**config.mk**
```make
export PLATFORM = sky130hd
export DESIGN_NAME = b01_stream_driver
export DESIGN_NICKNAME = d
export VERILOG_FILES = /design/src/rtl/b01_stream_driver.sv
export SDC_FILE = /design/constraint.sdc
export NUM_CORES = 1
export LEC_CHECK = 0
export ABC_AREA = 1
export BUFFER_PORTS_ARGS = -buffer_cell sky130_fd_sc_hd__buf_2
export CAP_MARGIN = 40
export CORE_UTILIZATION = 52
export DETAILED_ROUTE_END_ITERATION = 8
export GPL_TIMING_DRIVEN = 1
export HOLD_SLACK_MARGIN = 0.1
export PLACE_DENSITY_LB_ADDON = 0.25
export REMOVE_ABC_BUFFERS = 1
export SLEW_MARGIN = 30
export SYNTH_ARGS = -nofsm -noshare
export SYNTH_HDL_FRONTEND = slang
export SYNTH_SLANG_ARGS = --single-unit
```
**constraint.sdc**
```tcl
create_clock -name clock -period 1.8 [get_ports clock]
set_input_delay 0.09 -clock clock [delete_from_list [all_inputs] [get_ports clock]]
set_output_delay 0.09 -clock clock [all_outputs]
set_load 0.005 [all_outputs]
```
**src/rtl/b01_stream_driver.sv**
```systemverilog
// b01_stream_driver: serialises a word pair onto line1/line2 for the b01 comparator and collects its per-bit responses
// Ports: clock/reset (sync, active-high); in_valid/in_ready/in_word1/in_word2 input pair handshake;
// line1/line2/fsm_reset drive the comparator; outp_in/overflw_in are its responses;
// res_valid/res_ready/res_outp/res_ovf/res_ovf_any return the captured frame; busy is high outside IDLE.
module b01_stream_driver #(
  parameter int WIDTH = 8
) (
  input  logic             clock,
  input  logic             reset,
  input  logic             in_valid,
  output logic             in_ready,
  input  logic [WIDTH-1:0] in_word1,
  input  logic [WIDTH-1:0] in_word2,
  output logic             line1,
  output logic             line2,
  output logic             fsm_reset,
  input  logic             outp_in,
  input  logic             overflw_in,
  output logic             res_valid,
  input  logic             res_ready,
  output logic [WIDTH-1:0] res_outp,
  output logic [WIDTH-1:0] res_ovf,
  output logic             res_ovf_any,
  output logic             busy
);
  localparam int IW = $clog2(WIDTH + 1);
  typedef enum logic [2:0] {IDLE, CLR, SHIFT, DRAIN, DONE} state_t;
  state_t state, state_nxt;
  logic [IW-1:0] index;
  logic [WIDTH-1:0] word1, word2;
  logic sample;
  assign in_ready = (state == IDLE) & ~reset;
  assign res_valid = state == DONE;
  assign busy = state != IDLE;
  assign res_ovf_any = |res_ovf;
  // the comparator answers one edge late, so the SHIFT index-0 cycle carries no response and DRAIN carries the last one
  assign sample = (state == SHIFT && index != '0) || state == DRAIN;
  always_comb begin
    state_nxt = state;
    case (state)
      IDLE:    state_nxt = (in_valid && in_ready) ? CLR : IDLE;
      CLR:     state_nxt = SHIFT;
      SHIFT:   state_nxt = (index == IW'(WIDTH - 1)) ? DRAIN : SHIFT;
      DRAIN:   state_nxt = DONE;
      DONE:    state_nxt = res_ready ? IDLE : DONE;
      default: state_nxt = IDLE;
    endcase
  end
  always_ff @(posedge clock) begin
    if (reset) begin
      state     <= IDLE;
      index     <= '0;
      word1     <= '0;
      word2     <= '0;
      line1     <= 1'b0;
      line2     <= 1'b0;
      fsm_reset <= 1'b1;
      res_outp  <= '0;
      res_ovf   <= '0;
    end else begin
      state     <= state_nxt;
      fsm_reset <= state_nxt == CLR;
      // the latched words shift right so bit 0 is always the next bit to drive
      line1     <= (state_nxt == SHIFT) & word1[0];
      line2     <= (state_nxt == SHIFT) & word2[0];
      if (state == IDLE && state_nxt == CLR) begin
        word1 <= in_word1;
        word2 <= in_word2;
      end else if (state_nxt == SHIFT) begin
        word1 <= word1 >> 1;
        word2 <= word2 >> 1;
      end
      index <= (state == SHIFT) ? index + IW'(1) : '0;
      // responses enter at the MSB; after WIDTH samples the first one sits at bit 0
      if (state == CLR) begin
        res_outp <= '0;
        res_ovf  <= '0;
      end else if (sample) begin
        res_outp <= {outp_in, res_outp[WIDTH-1:1]};
        res_ovf  <= {overflw_in, res_ovf[WIDTH-1:1]};
      end
    end
  end
endmodule
```
**After elaboration in Yosys (flattened, before gate mapping)**

Cells that the tools add are included.

- Div/mod/pow operators: 0
- Bitwise logic cells: 5
- Eq/ne operators: 7
- $add $sub $neg: 1
- $lt $le $gt $ge: 0
- Shift operators: 0
- Multiplexer cells: 8
- $mul: 0
- Reductions and logical operators: 11

Operator list:

| cell | count |
|---|---|
| 2-to-1 mux 8 bit | 4 |
| one-hot mux 3 bit (5 select lines) | 1 |
| equality test 3 x 2 -> 1 bit (second input constant) | 3 |
| OR reduction 8 bit | 1 |
| equality test 3 x 1 -> 1 bit (second input constant) | 2 |
| adder 4 x 1 -> 4 bit (second input constant) | 1 |
| equality test 4 x 3 -> 1 bit (second input constant) | 1 |
| nonzero test 4 bit | 1 |
| OR reduction 2 bit | 2 |
| bitwise AND 1 bit | 3 |
| equality test 3 bit (second input constant) | 1 |
| logical AND 1 bit | 3 |
| zero test 3 bit | 1 |
| 2-to-1 mux 3 bit | 1 |
| nonzero test 3 bit | 1 |
| 2-to-1 mux 1 bit | 2 |
| inverter 1 bit | 2 |
| nonzero test 2 bit | 1 |
| logical OR 1 bit | 1 |

- Memories kept: 0
- Input bits: 22
- Bits in read-only memories: 0
- Word-level logic and storage cells: 41
- Output and inout bits: 23
- Bits in writable memories: 0
- Flip-flop bits (word level): 42
- Latch bits: 0

**Depth between registers and ports, before layout**

Gate-level depths: netlist (run 1).

- Word-level depth: 8
- Gate-level depth with buffers: 8

**Worst setup path after synthesis (run 1)**

No wires, ideal clock.

- Path type: register to register
- Start point: reg index[0]
- End point: reg res_ovf[2]
- Setup slack: 0.520 ns
- Data arrival time: 1.195 ns
- Cell stages (with the launch flop): 7
- Path buffers: 1
- Cell sequence: dfxtp_1 inv_1 ha_1 nand3_2 nand3_2 buf_2 a211oi_1

- Longest elaborated chain between the ends: 3

Ends and longest elaborated chain:

| element | line | text |
|---|---|---|
| from (decl) | 29 | `logic [IW-1:0] index;` |
| from (signal assigned) | 73 | `index <= (state == SHIFT) ? index + IW'(1) : '0;` |
| nonzero test 4 bit | 37 | `assign sample = (state == SHIFT && index != '0) \|\| state == DRAIN;` |
| logical AND 1 bit | 37 |  |
| logical OR 1 bit | 37 |  |
| to (signal assigned) | 80 | `res_ovf <= {overflw_in, res_ovf[WIDTH-1:1]};` |
| to (decl) | 22 | `output logic [WIDTH-1:0] res_ovf,` |

Every way passes these cells.
A chain may end at the register's enable or synchronous reset.

**Worst setup path after layout (run 1)**

- Start point: reg state[1]
- End point: reg word2[6]

- Longest elaborated chain between the ends: 8
- Elaborated cells on any way between the ends: 14

Ends and longest elaborated chain:

| element | line | text |
|---|---|---|
| from (decl) | 28 | `state_t state, state_nxt;` |
| from (signal assigned) | 61 | `state <= state_nxt;` |
| zero test 3 bit | 32, 40, 66 |  |
| bitwise AND 1 bit | 32 | `assign in_ready = (state == IDLE) & ~reset;` |
| logical AND 1 bit | 41 | `IDLE: state_nxt = (in_valid && in_ready) ? CLR : IDLE;` |
| 2-to-1 mux 1 bit | 41 |  |
| one-hot mux 3 bit (5 select lines) | 40 | `case (state)` |
| equality test 3 x 1 -> 1 bit | 66 | `if (state == IDLE && state_nxt == CLR) begin` |
| logical AND 1 bit | 66 |  |
| 2-to-1 mux 8 bit or nonzero test 2 bit (tied branches) | n/a |  |
| to (signal assigned) | 68 | `word2 <= in_word2;` |
| to (signal assigned) | 71 | `word2 <= word2 >> 1;` |
| to (decl) | 30 | `logic [WIDTH-1:0] word1, word2;` |

Several ways; a longest one is shown, not always the timed one.

==> flow_summary.ini, run 1 <==
[logic_synthesis]
synth_top_cell_area_share = 0.4528
ys_seq_area_frac = 0.4528
yosysWarnings = 0
synth-adder-area-share = 0.01348
netlist_top_cells_area = dfxtp_1 45%, nand2_1 17%, a21oi_1 9.2%, nand3_1 5.9%, nand4_1 5.1%
ys_ff_latch = 42
synthDistinctLibCells = 25
synth_cells = 250
synth_top_area_cell = dfxtp_1
synth_compound_gate_area_share = 0.1044
synth_xor_area_frac = 0
synthMuxAreaShare = 0
synth.avg_cell_area_um2 = 7.427
synth-simple-area-share = 0.3578
synth_top_family_by_area = simple AND/OR/NAND/NOR gates
syn-cell-area_um2 = 1857

[timing]
finalSetupViolations = 0
fin_tns_setup_ns = 0
fin_worst_skew_ns = 0.01094
worst_pin_slew_ns = 0.5361
slew_violations = 0
fmax_mhz = 629.5
hold_ws_ns = 0.09786
final_hold_viol_count = 0
min_period_ns = 1.589
timing.final.ws_setup_ns = 0.2114
relSlewSlack = 0.6425
rsz0062_at_grt = no
period_share = 0.8826

[place]
hpwl_um = 2569
gp_congestion = 0.7512
place_ws_ns = 0.2136
port-buffer-count = 44

[cts]
ctsHtreeMaxLevel = 2
cts_buffer_depth = 2
cts_root_buffer = clkbuf_4
insertion_delay_ns = 0.35
cts_buffers = 5
cts_resized = 0
clk_pin_slew_worst_paths_ns = 0.12
clkSinkCount = 42
cts_tree = yes

[critical_path]
worst-endpoint-required_ns = 2.09
path_cells = nand3b_1 > nand2_2 > inv_2 > o21ai_2 > nand2_1 > a21oi_1
end_kind = flip-flop
arrival_ns = 1.88
crit_path_start_kind = flip-flop
slowest_delay_ns = 0.49
crit_slowest_cell = dfxtp_1
crit_family = compound AO/OA/AOI/OAI gates
worst-path-buf-inv = 1
path_class = reg -> reg
crit_fanout = 14

[detailed_routing]
first_pass_iters = 4
drtIter0Drc = 103
ant_nets = 0
remaining_drc_errors = 0
vias_per_cell = 5.073
routed_wl_um = 3968
routedWlPerCell_um = 11.08
vias = 1816

[min_path]
hp-class = in -> reg

[die]
die_x_um = 61.76
die_h_um = 61.76
num_io_pins = 45
rows = 21
start_util = 0.5478
core_area_um2 = 3390
die-area_um2 = 3814

[global_routing]
globalRouteOverflowTotal = 0
grt_pass1_vias = 1544
grt_start_max_net_pins = 29
antenna_found_initial = 0
grt_pass1_wl_um = 6327
grtUsageTotal = 0.2239

[power_and_ir_drop]
ir_worst_vdd_mv = 0.5357
power_density_nw_per_um2 = 708.3
leakage_uw = 0.001009

[run_status]
status = finished clean

[finish]
final_common_cell = nand2_1
syn_to_final_growth_pct = 26.15
layout.cells.most_common_list = 82 x nand2_1, 44 x buf_2, 42 x dfxtp_1
num_antenna_cells = 0
register_area_um2 = 840.8
final_nets = 335
post-route-util = 0.6910
drive_above_1_share = 0.2212
multi_input_area_um2 = 883.3
nFillCells = 303

[job]
max_cap_viol_count = 0
worst paths after layout:
check,start,endpoint,slack [ns],cells after the start
hold / removal,reset,fsm_reset,0.1,3
setup reg to reg,state[1],word2[6],0.21,6
setup / recovery,state[1],word2[6],0.21,6
hold reg to reg,res_outp[0],res_outp[0],0.47,2
worst min-delay path: stages:
cell	delay [ns]
buf_2	0.09
inv_1	0.14
nand2_1	0.10
sequential cells by signal, indices dropped and copies added (netlist names):
signal and cells:
res_ovf 8, word2 8, fsm_reset 1, word1 8, state 3, line2 1
line1 1, index 4, res_outp 8
cell families after synthesis:
kind of cell	count (synthesis)
compound gates	37
fa+ha+maj	2
simple gates	142
buf+inv	27
flops	42
area by class of cell:
type	instances	share of cell area
Clock buffer	7	0.02350
Clock inverter	1	0.002137
Inverter	12	0.01923
Multi-Input combinational cell	181	0.3771
Sequential cell	42	0.3590
Tap cell	46	0.02457
Timing Repair Buffer	69	0.1944
what timing repair did:
item	in CTS	in global routing
hold buffers	19	0
buffers inserted	0	0
hold endpoints to repair	19	0
synthesized netlist by cell type (all sizes together):
master,number
a211oi,1
nor4,1
o21ai,1
nand4,16
dfxtp,42
inv,12
nand3,25
ha,2
a21oi,34
nor2,12
clkbuf,7
nor3,2
nand2,84
o211ai,1
nor3b,1
nand3b,1
buf,8
layer usage:
layer  GRT usage  share of wire
met5           0              0
met1      0.2617           0.45
met4     0.06667          0.012
met2      0.3948           0.50
met3     0.06832          0.041
power breakdown:
| group | switching, uW | internal (uW) |
|---|---|---|
| registers | 12.8 | 948 |
| logic | 120 | 92.0 |
| clock network | 296 | 190 |
metrics by stage:
step / power, uW / cells / area [um^2]
finish: 1659 / 358 / 2342
global route: 1740 / 358 / 2342
CTS: 1668 / 358 / 2342
detailed placement: 1164 / 331 / 2092
global placement: 1161 / 331 / 2092
floorplan: 1088 / 235 / 1769
Note: power is estimated with default switching activity, not from simulation.
==> run 2, diff against run 1 <==
- CORE_UTILIZATION: 52 -> 53
- HOLD_SLACK_MARGIN: 0.1 -> not set
- clock period: 1.8 -> 2 ns (I/O delays scaled with it)
==> run 2 against run 1 <==
Effect of this change: via count shrank 3.5%; wire length shrank 6.2%; largest cell class unchanged; critical endpoint is now word2[3]; critical path depth grew 1; clock power grew 11%; first-iteration DRC count grew 34%; final cell count shrank 3.9%; power shrank 5.2%; flip-flop and latch count is the same.
==> flow_summary.ini, run 2 (same netlist as run 1, synthesis figures left out) <==
[power_and_ir_drop]
power.switching_uw = 394.2
ir_worst_vdd_mv = 0.4590
fin_total_pwr_uw = 1574
p_sw_frac = 0.2505
leakage_uw = 0.0009612
p_clk_frac = 0.342
combPwrFrac = 0.109
power_density_nw_per_um2 = 710.5
p_seq_frac = 0.549
p_int_uw = 1179

[global_routing]
grtUsageTotal = 0.2169
grt_pass1_vias = 1463
antenna_found_initial = 0
grt_start_max_net_pins = 21
grt_pass1_wl_um = 6092
globalRouteOverflowTotal = 0

[timing]
fin_tns_setup_ns = 0
rsz0062_at_grt = no
worst_pin_slew_ns = 0.5276
slew_violations = 0
fmax_mhz = 669.5
relSlewSlack = 0.6474
finalSetupViolations = 0
fin_worst_skew_ns = 0.007077
final_hold_viol_count = 0
min_period_ns = 1.494
period_share = 0.7469

[critical_path]
rrSetupSlack_ns = 0.51
crit_slowest_cell = dfxtp_1
arrival_ns = 1.78
crit_path_start_kind = flip-flop
r2r_start = state[1]
worst-endpoint-required_ns = 2.28
r2r_end = word2[3]
path_cells = nand3b_1 > nand2_2 > inv_2 > o21ai_2 > buf_4 > nand2_1 > a21oi_1
end_kind = flip-flop
path_class = reg -> reg
crit_fanout = 9
slowest_delay_ns = 0.46
r2r_cells = 7

[detailed_routing]
drtIter0Drc = 138
remaining_drc_errors = 0
first_pass_iters = 4
routed_wl_um = 3721
vias_per_cell = 5.096
vias = 1753
routedWlPerCell_um = 10.82
ant_nets = 0

[cts]
clkSinkCount = 42
cts_resized = 0
cts_tree = yes
cts_root_buffer = clkbuf_4
clk_pin_slew_worst_paths_ns = 0.12
insertion_delay_ns = 0.35
cts_buffer_depth = 2
ctsHtreeMaxLevel = 2
cts_buffers = 5

[place]
hpwl_um = 2541
gp_congestion = 0.7704
port-buffer-count = 44

[finish]
nFillCells = 312
final_nets = 321
syn_to_final_growth_pct = 19.27
final_common_cell = nand2_1
drive_above_1_share = 0.2416
layout.cells.most_common_list = 82 x nand2_1, 44 x buf_2, 42 x dfxtp_1
num_antenna_cells = 0

[job]
max_cap_viol_count = 0

[die]
start_util = 0.5564
rows = 21
die-area_um2 = 3744
die_h_um = 61.19
core_area_um2 = 3337
die_x_um = 61.19
num_io_pins = 45

[min_path]
worstHoldPathCells = 3
hp-class = in -> reg
min_from = overflw_in
min_to = res_ovf[7]

[run_status]
status = finished clean
==> run 2: cell types whose count changed in the layout (fill, tap and decap cells not counted) <==
cell,change
dlygate4sd3_1,-16
buf_4,+2
bufinv_16,+1
clkbuf_1,-1
clkbuf_8,-1
clkinv_2,+1
==> run 2: repair_timing <==
| item | in CTS | in global routing |
|---|---|---|
| hold buffers | 3 | 0 |
| hold endpoints to repair | 3 | 0 |
| buffers inserted | 0 | 0 |
==> run 2: worst max-delay path by stage <==
stage | from | to | slack, ns | depth (start not counted)
finish | state[1] | word2[3] | 0.51 | 7
detailed placement | state[1] | word2[6] | 0.57 | 7
global placement | state[0] | word1[2] | 0.59 | 7
CTS | state[2] | res_valid | 0.47 | 4
global route | state[1] | word2[5] | 0.34 | 7
floorplan | state[1] | word1[0] | 0.31 | 7
==> run 2: worst max-delay path: cells and delay by family, from the launching register on <==
family | cells | cell delay [ns]
buf+inv | 2 | 0.27
compound gates | 2 | 0.35
simple gates | 3 | 0.35
flops | 1 | 0.46
==> run 2: final cells by class <==
type,instances,area [um^2],area share
well taps,46,57.56,0.02599
flip-flops and latches,42,840.8,0.3797
repair buffers,55,310.3,0.1401
inverters,12,45.04,0.02034
clock inverters,3,40.04,0.01808
multi-input cells,181,883.3,0.3989
clock buffers,5,37.54,0.01695
==> run 2: power groups by stage <==
stage / combinational, uW / clock (uW) / sequential (uW)
floorplan: 94.6 / 0 / 885
global placement: 166 / 0 / 882
detailed placement: 167 / 0 / 883
CTS: 172 / 542 / 864
global route: 192 / 583 / 867
finish: 171 / 538 / 864
==> run 2: through the flow <==
step | cell area, um^2 | std cells | worst slack, ns | utilization | hold slack, ns
2_1_floorplan | 1769 | 235 | 0.3114 | - | 0.1691
3_3_place_gp | 2107 | 333 | 0.5938 | 0.6314 | 0.3559
3_5_place_dp | 2107 | 333 | 0.5667 | 0.6314 | 0.3639
4_1_cts | 2215 | 344 | 0.4674 | 0.6637 | 0.01198
5_1_grt | 2215 | 344 | 0.3435 | 0.6637 | 0.005646
6_report | 2215 | 344 | 0.5063 | 0.6637 | 0.01729
==> run 2: per-layer routing <==
layer | GRT usage | vias to the layer above | share of wire
met2 | 0.3758 | 41 | 0.47
met1 | 0.2624 | 783 | 0.47
met5 | 0 | - | 0
met4 | 0.07792 | 0 | 0.012
li1 | - | 924 | -
met3 | 0.05042 | 5 | 0.045
